[config.mk]
export PLATFORM = sky130hd
export DESIGN_NAME = uart_transmitter
export DESIGN_NICKNAME = d
export VERILOG_FILES = /design/src/rtl/uart_pkg.sv /design/src/rtl/uart_baud_counter.sv /design/src/rtl/uart_transmitter.sv
export SDC_FILE = /design/constraint.sdc
export NUM_CORES = 1
export LEC_CHECK = 0
export BUFFER_PORTS_ARGS = -buffer_cell sky130_fd_sc_hd__buf_4
export CAP_MARGIN = 40
export CORE_ASPECT_RATIO = 2
export CORE_MARGIN = 5
export CORE_UTILIZATION = 50
export CTS_CLUSTER_DIAMETER = 150
export DETAILED_ROUTE_END_ITERATION = 10
export PLACE_DENSITY = 0.83
export SKIP_CTS_REPAIR_TIMING = 1
export SYNTH_ARGS = -nofsm -noshare
export SYNTH_HDL_FRONTEND = slang
export SYNTH_HIERARCHICAL = 1
export SYNTH_SLANG_ARGS = --single-unit
[constraint.sdc]
create_clock -name clk -period 2.21 [get_ports clk]
set_clock_uncertainty 0.1 [all_clocks]
set_input_delay 0.221 -clock clk [delete_from_list [all_inputs] [get_ports clk]]
set_output_delay 0.221 -clock clk [all_outputs]
set_load 0.01 [all_outputs]
[src/rtl/uart_pkg.sv]
// Shared UART definitions: TX/RX state encodings, parity codes, baud-rate derivation.
// Latency: none (declarations only).
// Backpressure: none; consumers handle their own handshakes.
package uart_pkg;

   localparam int DEFAULT_BASE_FREQ = 50_000_000;
   localparam int DEFAULT_BAUD_RATE = 115_200;

   localparam logic [1:0] PARITY_NONE = 2'd0;
   localparam logic [1:0] PARITY_ODD  = 2'd1;
   localparam logic [1:0] PARITY_EVEN = 2'd2;

   typedef enum logic [2:0] {
      TX_IDLE,
      TX_START,
      TX_DATA,
      TX_PARITY,
      TX_STOP
   } tx_state_t;

   typedef enum logic [2:0] {
      RX_IDLE,
      RX_START,
      RX_DATA,
      RX_PARITY,
      RX_STOP
   } rx_state_t;

   // Clock cycles per line bit; integer division truncates toward zero.
   function automatic int counts_per_bit(input int base_freq, input int baud_rate);
      return base_freq / baud_rate;
   endfunction

endpackage

[src/rtl/uart_baud_counter.sv]
// Bit-period timer: counts 0..COUNTS_PER_BIT-1 and flags the last cycle of each bit.
// Latency: bit_end is high during the final cycle of every bit period; clear takes effect next edge.
// Backpressure: none; free-running whenever clear is low.
module uart_baud_counter import uart_pkg::*; #(
   parameter int COUNTS_PER_BIT = counts_per_bit(DEFAULT_BASE_FREQ, DEFAULT_BAUD_RATE)
) (
   input  logic clk,
   input  logic rst,
   input  logic clear,
   output logic bit_end
);

   localparam int            CW   = (COUNTS_PER_BIT > 1) ? $clog2(COUNTS_PER_BIT) : 1;
   localparam logic [CW-1:0] LAST = CW'(COUNTS_PER_BIT - 1);

   logic [CW-1:0] count;

   // Count up through the bit period, wrapping on the last cycle or when held clear.
   always_ff @(posedge clk or posedge rst) begin
      if (rst) begin
         count <= '0;
      end else if (clear || (count == LAST)) begin
         count <= '0;
      end else begin
         count <= count + 1'b1;
      end
   end

   assign bit_end = (count == LAST);

endmodule

[src/rtl/uart_transmitter.sv]
// UART transmitter: start bit, 8 data bits LSB-first, optional parity, stop bit(s); line idles high.
// Latency: line goes low one cycle after an accepted tx_start; tx_done pulses the cycle after the last stop cycle.
// Backpressure: tx_start is ignored while busy (no queuing). UART_TX_TWO_STOP_BITS_EN selects two stop bits.
module uart_transmitter import uart_pkg::*; #(
   parameter int BASE_FREQ = DEFAULT_BASE_FREQ,
   parameter int BAUD_RATE = DEFAULT_BAUD_RATE
) (
   input  logic       clk,
   input  logic       rst,
   input  logic       tx_start,
   input  logic [7:0] tx_data,
   input  logic [1:0] parity_type,
   output logic       serial_data_out,
   output logic       busy,
   output logic       tx_done
);

   localparam int COUNTS_PER_BIT = counts_per_bit(BASE_FREQ, BAUD_RATE);

   tx_state_t  state, state_nxt;
   logic [2:0] idx, idx_nxt;
   logic [7:0] data, data_nxt;
   logic [1:0] ptype, ptype_nxt;
   logic       par_bit, par_bit_nxt;
   logic       line_nxt, busy_nxt, done_nxt;
   logic       bit_end;
`ifdef UART_TX_TWO_STOP_BITS_EN
   logic       stop2, stop2_nxt;
`endif

   // Timer is held at zero while idle so the start bit gets a full period.
   uart_baud_counter #(.COUNTS_PER_BIT(COUNTS_PER_BIT)) u_baud (
      .clk     (clk),
      .rst     (rst),
      .clear   (state == TX_IDLE),
      .bit_end (bit_end)
   );

   // Next-state and next-output decode; the line value is computed one cycle ahead so it leaves a flop.
   always_comb begin
      state_nxt   = state;
      idx_nxt     = idx;
      data_nxt    = data;
      ptype_nxt   = ptype;
      par_bit_nxt = par_bit;
      line_nxt    = serial_data_out;
      done_nxt    = 1'b0;
`ifdef UART_TX_TWO_STOP_BITS_EN
      stop2_nxt   = stop2;
`endif
      case (state)
         TX_IDLE: begin
            line_nxt = 1'b1;
            if (tx_start) begin
               state_nxt   = TX_START;
               line_nxt    = 1'b0;
               data_nxt    = tx_data;
               idx_nxt     = 3'd0;
               // Code 3 is not a real mode; store it as no parity.
               ptype_nxt   = (parity_type == 2'd3) ? PARITY_NONE : parity_type;
               par_bit_nxt = (parity_type == PARITY_ODD) ? ~^tx_data : ^tx_data;
            end
         end
         TX_START: begin
            if (bit_end) begin
               state_nxt = TX_DATA;
               line_nxt  = data[0];
            end
         end
         TX_DATA: begin
            if (bit_end) begin
               if (idx == 3'd7) begin
                  idx_nxt = 3'd0;
                  if (ptype != PARITY_NONE) begin
                     state_nxt = TX_PARITY;
                     line_nxt  = par_bit;
                  end else begin
                     state_nxt = TX_STOP;
                     line_nxt  = 1'b1;
                  end
               end else begin
                  idx_nxt  = idx + 3'd1;
                  line_nxt = data[idx_nxt];
               end
            end
         end
         TX_PARITY: begin
            if (bit_end) begin
               state_nxt = TX_STOP;
               line_nxt  = 1'b1;
            end
         end
         TX_STOP: begin
            line_nxt = 1'b1;
            if (bit_end) begin
`ifdef UART_TX_TWO_STOP_BITS_EN
               if (stop2) begin
                  state_nxt = TX_IDLE;
                  done_nxt  = 1'b1;
                  stop2_nxt = 1'b0;
               end else begin
                  stop2_nxt = 1'b1;
               end
`else
               state_nxt = TX_IDLE;
               done_nxt  = 1'b1;
`endif
            end
         end
         default: begin
            state_nxt = TX_IDLE;
            line_nxt  = 1'b1;
         end
      endcase
      busy_nxt = (state_nxt != TX_IDLE);
   end

   // State and registered outputs; reset aborts any frame and forces the line high at once.
   always_ff @(posedge clk or posedge rst) begin
      if (rst) begin
         state           <= TX_IDLE;
         idx             <= 3'd0;
         data            <= 8'd0;
         ptype           <= PARITY_NONE;
         par_bit         <= 1'b0;
         serial_data_out <= 1'b1;
         busy            <= 1'b0;
         tx_done         <= 1'b0;
`ifdef UART_TX_TWO_STOP_BITS_EN
         stop2           <= 1'b0;
`endif
      end else begin
         state           <= state_nxt;
         idx             <= idx_nxt;
         data            <= data_nxt;
         ptype           <= ptype_nxt;
         par_bit         <= par_bit_nxt;
         serial_data_out <= line_nxt;
         busy            <= busy_nxt;
         tx_done         <= done_nxt;
`ifdef UART_TX_TWO_STOP_BITS_EN
         stop2           <= stop2_nxt;
`endif
      end
   end

endmodule

==> run_summary.xml <==
<?xml version="1.0" encoding="UTF-8"?>
<metrics>
  <group name="run_status">
    <metric name="outcome" unit="">finished, final reports clean</metric>
  </group>
  <group name="min_path">
    <metric name="timing.hold.worst.class" unit="">input pin to register</metric>
    <metric name="whs_path_depth" unit="">3</metric>
  </group>
  <group name="clock_network">
    <metric name="clk_latency" unit="ns">0.28</metric>
    <metric name="clkSinkCount" unit="">29</metric>
    <metric name="tritoncts" unit="">done</metric>
    <metric name="clk_slew_on_worst_s_h_paths" unit="ns">0.06</metric>
    <metric name="cts.path.max_buffers" unit="">2</metric>
    <metric name="cts_bufs_inserted" unit="">5</metric>
    <metric name="clock_tree.root_cell" unit="">clkbuf_8</metric>
    <metric name="htreeDepth" unit="">2</metric>
  </group>
  <group name="floorplanning">
    <metric name="top_level_port_count" unit="">16</metric>
    <metric name="coreArea" unit="µm²">2940</metric>
    <metric name="starting_density" unit="%">52.1</metric>
    <metric name="placement_rows" unit="">28</metric>
    <metric name="floorplan.die.height" unit="µm">88.3</metric>
    <metric name="floorplan.die.width" unit="µm">49.2</metric>
    <metric name="die_area" unit="µm²">4340</metric>
  </group>
  <group name="critical_path">
    <metric name="cp.buffers_inverters" unit="">0</metric>
    <metric name="crit_top_cell" unit="">nor3_1</metric>
    <metric name="startpoint_type" unit="">register</metric>
    <metric name="worstRegToRegCells" unit="">6</metric>
    <metric name="cp_data_required_time" unit="ns">2.28</metric>
    <metric name="path_max_fanout" unit="">6</metric>
    <metric name="timing.critical_path.slowest_stage_cell" unit="">dfrtp_1</metric>
    <metric name="critical_path_depth" unit="">6</metric>
    <metric name="arrival" unit="ns">2.06</metric>
    <metric name="crit_path_largest_cell_delay" unit="ns">0.44</metric>
    <metric name="timing_worst_setup_path_type" unit="">register to register</metric>
    <metric name="crit_path_cell_trace" unit="">or3_4, nor3_1, nand2_1, nor3_1, nor2_1, a22o_2</metric>
    <metric name="critPathCaptureType" unit="">register</metric>
    <metric name="critPathTopFamily" unit="">simple AND/OR/NAND/NOR gates</metric>
  </group>
  <group name="routing">
    <metric name="remaining_drc_errors" unit="">0</metric>
    <metric name="routed_via_count_divided_by_cell_count" unit="">5.73</metric>
    <metric name="vias" unit="">1204</metric>
    <metric name="firstDrtPassIters" unit="">4</metric>
    <metric name="detail_route.iter0.violations" unit="">34</metric>
    <metric name="wirelength" unit="mm">3.00</metric>
    <metric name="antenna_violating_nets_post_route" unit="">0</metric>
    <metric name="wl_per_cell" unit="µm">14.3</metric>
  </group>
  <group name="yosys">
    <metric name="share_of_the_yosys_chip_area_belonging_to_registers" unit="%">47.4</metric>
    <metric name="synth-warning-count" unit="">6</metric>
    <metric name="postSynthRegisterBits" unit="">29</metric>
    <metric name="synth_adder_area_share" unit="%">3.27</metric>
    <metric name="netlist_area" unit="µm²">1530</metric>
    <metric name="synth-xor-area-share" unit="%">6.61</metric>
    <metric name="postSynthAreaPerCell" unit="µm²">9.76</metric>
    <metric name="post_synth_and_or_nand_nor_area_fraction" unit="%">21.1</metric>
    <metric name="dominant_combinational_cell_family_by_area_after_synthesis" unit="">simple AND/OR/NAND/NOR gates</metric>
    <metric name="post_synthesis_net_count" unit="">174</metric>
    <metric name="synthMuxAreaShare" unit="%">4.90</metric>
    <metric name="post_synthesis_cell_count" unit="">157</metric>
    <metric name="post_synth_num_cell_types" unit="">39</metric>
    <metric name="synth_compound_gate_area_share" unit="%">12.3</metric>
  </group>
  <group name="pwr">
    <metric name="leakage" unit="µW">0.000832</metric>
    <metric name="power" unit="µW">1970</metric>
    <metric name="p_per_area" unit="nW/µm²">1100</metric>
    <metric name="vdd.ir_drop.worst" unit="mV">0.649</metric>
  </group>
  <group name="sta">
    <metric name="grt_setup_unrepaired" unit="">no</metric>
    <metric name="final.hold.worst_slack" unit="ns">0.0545</metric>
    <metric name="slew-limit-headroom" unit="%">51.2</metric>
    <metric name="setup-violations-final" unit="">0</metric>
    <metric name="layout_min_cycle_time" unit="ns">2.00</metric>
    <metric name="worst-slew-pin-transition" unit="ns">0.732</metric>
    <metric name="fin_setup_tns" unit="ns">0</metric>
    <metric name="finalHoldViolations" unit="">0</metric>
    <metric name="timing.final.crit_share" unit="%">90.4</metric>
    <metric name="achievable-frequency" unit="GHz">0.501</metric>
    <metric name="slew_violations" unit="">0</metric>
  </group>
  <group name="place">
    <metric name="gp_congestion" unit="">0.896</metric>
    <metric name="post_dp_hpwl" unit="mm">2.35</metric>
    <metric name="numPortBuffers" unit="">15</metric>
    <metric name="placedCellCount" unit="">201</metric>
  </group>
  <group name="global_route">
    <metric name="grt_start_max_net_pins" unit="">21</metric>
    <metric name="grt_first_pass_wirelength" unit="mm">5.29</metric>
    <metric name="grt_pass1_vias" unit="">1219</metric>
    <metric name="track_usage" unit="%">15.5</metric>
    <metric name="globalRouteOverflowTotal" unit="">0</metric>
    <metric name="antenna_found_initial" unit="">0</metric>
  </group>
  <group name="final_layout">
    <metric name="nets" unit="">196</metric>
    <metric name="drive_gt1_share" unit="%">17.8</metric>
    <metric name="final_cells" unit="">210</metric>
    <metric name="n_antenna_cell" unit="">0</metric>
    <metric name="area.growth.synth_to_final" unit="%">16.2</metric>
    <metric name="fillers" unit="">252</metric>
  </group>
  <group name="run">
    <metric name="maxCapViolations" unit="">0</metric>
  </group>
</metrics>
-- per-layer routing --
metal	global-route usage [%]	up-vias	part of all wire, %
met5	0	-	0
met4	6.86	0	1.8
met3	4.38	5	3.4
met2	28.2	21	58
met1	16.2	591	37
li1	-	587	-
-- worst min-delay path, cell delays in order --
cell,delay (ns)
buf_4,0.09
nand2_1,0.04
nand2_1,0.04
-- layout by cell type (no fill, tap or decap), types with 3 or more instances in the layout --
master / n
or3_1: 3
dfrtp_1: 28
nand2b_1: 3
inv_1: 12
nand2_1: 33
xnor2_1: 7
nand3_1: 3
clkbuf_8: 5
a21oi_1: 4
ha_1: 4
o21ai_0: 6
a31oi_1: 4
nor3_1: 5
buf_4: 19
nor2_1: 11
clkbuf_1: 3
-- through the flow --
| stage | area (µm²) | worst slack (ns) | util (%) |
|---|---|---|---|
| finish | 1780 | 0.213 | 60.5 |
| global route | 1780 | 0.133 | 60.5 |
| CTS | 1770 | 0.221 | 60.2 |
| detailed placement | 1690 | 0.225 | 57.5 |
| global placement | 1690 | 0.269 | 57.5 |
| floorplan | 1530 | 0.00434 | - |
-- kinds of logic (layout without fill, tap and decap cells) --
kind of cell	count (synthesis)	count (layout)
buffers and inverters	17	40
AO/OA/AOI/OAI	25	25
XOR/XNOR	10	10
adder cells (fa/ha/maj)	4	4
AND/OR/NAND/NOR	68	68
multiplexers	4	4
flip-flops	29	29
-- cells in the mapped netlist --
| cell type | count | area, µm² |
|---|---|---|
| o22ai_1 | 1 | 6.26 |
| o311ai_1 | 1 | 8.76 |
| nand3b_1 | 1 | 7.51 |
| a22o_2 | 1 | 10.0 |
| or4_1 | 1 | 7.51 |
| o211ai_1 | 2 | 15.0 |
| buf_2 | 2 | 10.0 |
| xor2_1 | 2 | 17.5 |
| mux2_2 | 2 | 22.5 |
| nand4_1 | 1 | 6.26 |
| o221ai_2 | 1 | 15.0 |
| xnor2_1 | 7 | 61.3 |
| and3_1 | 1 | 6.26 |
| nor4_1 | 1 | 6.26 |
| a22o_1 | 1 | 8.76 |
| nand2_1 | 33 | 124 |
| o31ai_4 | 1 | 21.3 |
| nand2b_1 | 3 | 18.8 |
| o221ai_1 | 1 | 8.76 |
| dfstp_2 | 1 | 26.3 |
| a21oi_1 | 4 | 20.0 |
| o32a_1 | 1 | 10.0 |
| dfrtp_1 | 28 | 701 |
| inv_1 | 12 | 45.0 |
| nand3_1 | 3 | 15.0 |
| a32o_1 | 1 | 10.0 |
| a31oi_1 | 4 | 25.0 |
| xnor3_1 | 1 | 22.5 |
| mux4_1 | 2 | 52.6 |
| nor3b_1 | 2 | 15.0 |
| clkbuf_1 | 3 | 11.3 |
| nor2_1 | 11 | 41.3 |
| ha_1 | 4 | 50.1 |
| o21ai_0 | 6 | 30.0 |
| nor3_1 | 5 | 25.0 |
| or3_4 | 1 | 11.3 |
| nand4_2 | 1 | 12.5 |
| or3b_1 | 1 | 8.76 |
| or3_1 | 3 | 18.8 |
-- registers in the layout, indices dropped and copies added, names as in the netlist --
signal and count:
tx_done 1, u_baud/count 9, idx 3, state 3
data 8, busy 1, par_bit 1, serial_data_out 1
ptype 2
-- power breakdown --
group / leakage, µW / switching [µW] / internal [µW]
clock: 0.0000395 / 180 / 223
combinational: 0.000443 / 341 / 305
sequential: 0.000350 / 186 / 733
total: 0.000832 / 706 / 1260
-- final cells by class --
class,instances,area (µm²),area share [%]
repair buffers,20,153,8.57
inverters,12,45.0,2.53
flip-flops and latches,29,727,40.8
multi-input cells,111,739,41.5
clock buffers,8,80.1,4.49
well taps,30,37.5,2.11
-- path summary, 6_finish.rpt --
path	from	endpoint	slack (ns)
worst max register to register	u_baud/count[2]	idx[0]	0.21
worst min-delay path	tx_data[7]	data[7]	0.05
min in group asynchronous	rst	u_baud/count[7]	0.38
worst max-delay path	u_baud/count[2]	idx[0]	0.21
max in group asynchronous	rst	ptype[1]	1.00
worst min register to register	data[2]	data[2]	0.37
(Power assumes the default switching activity.)
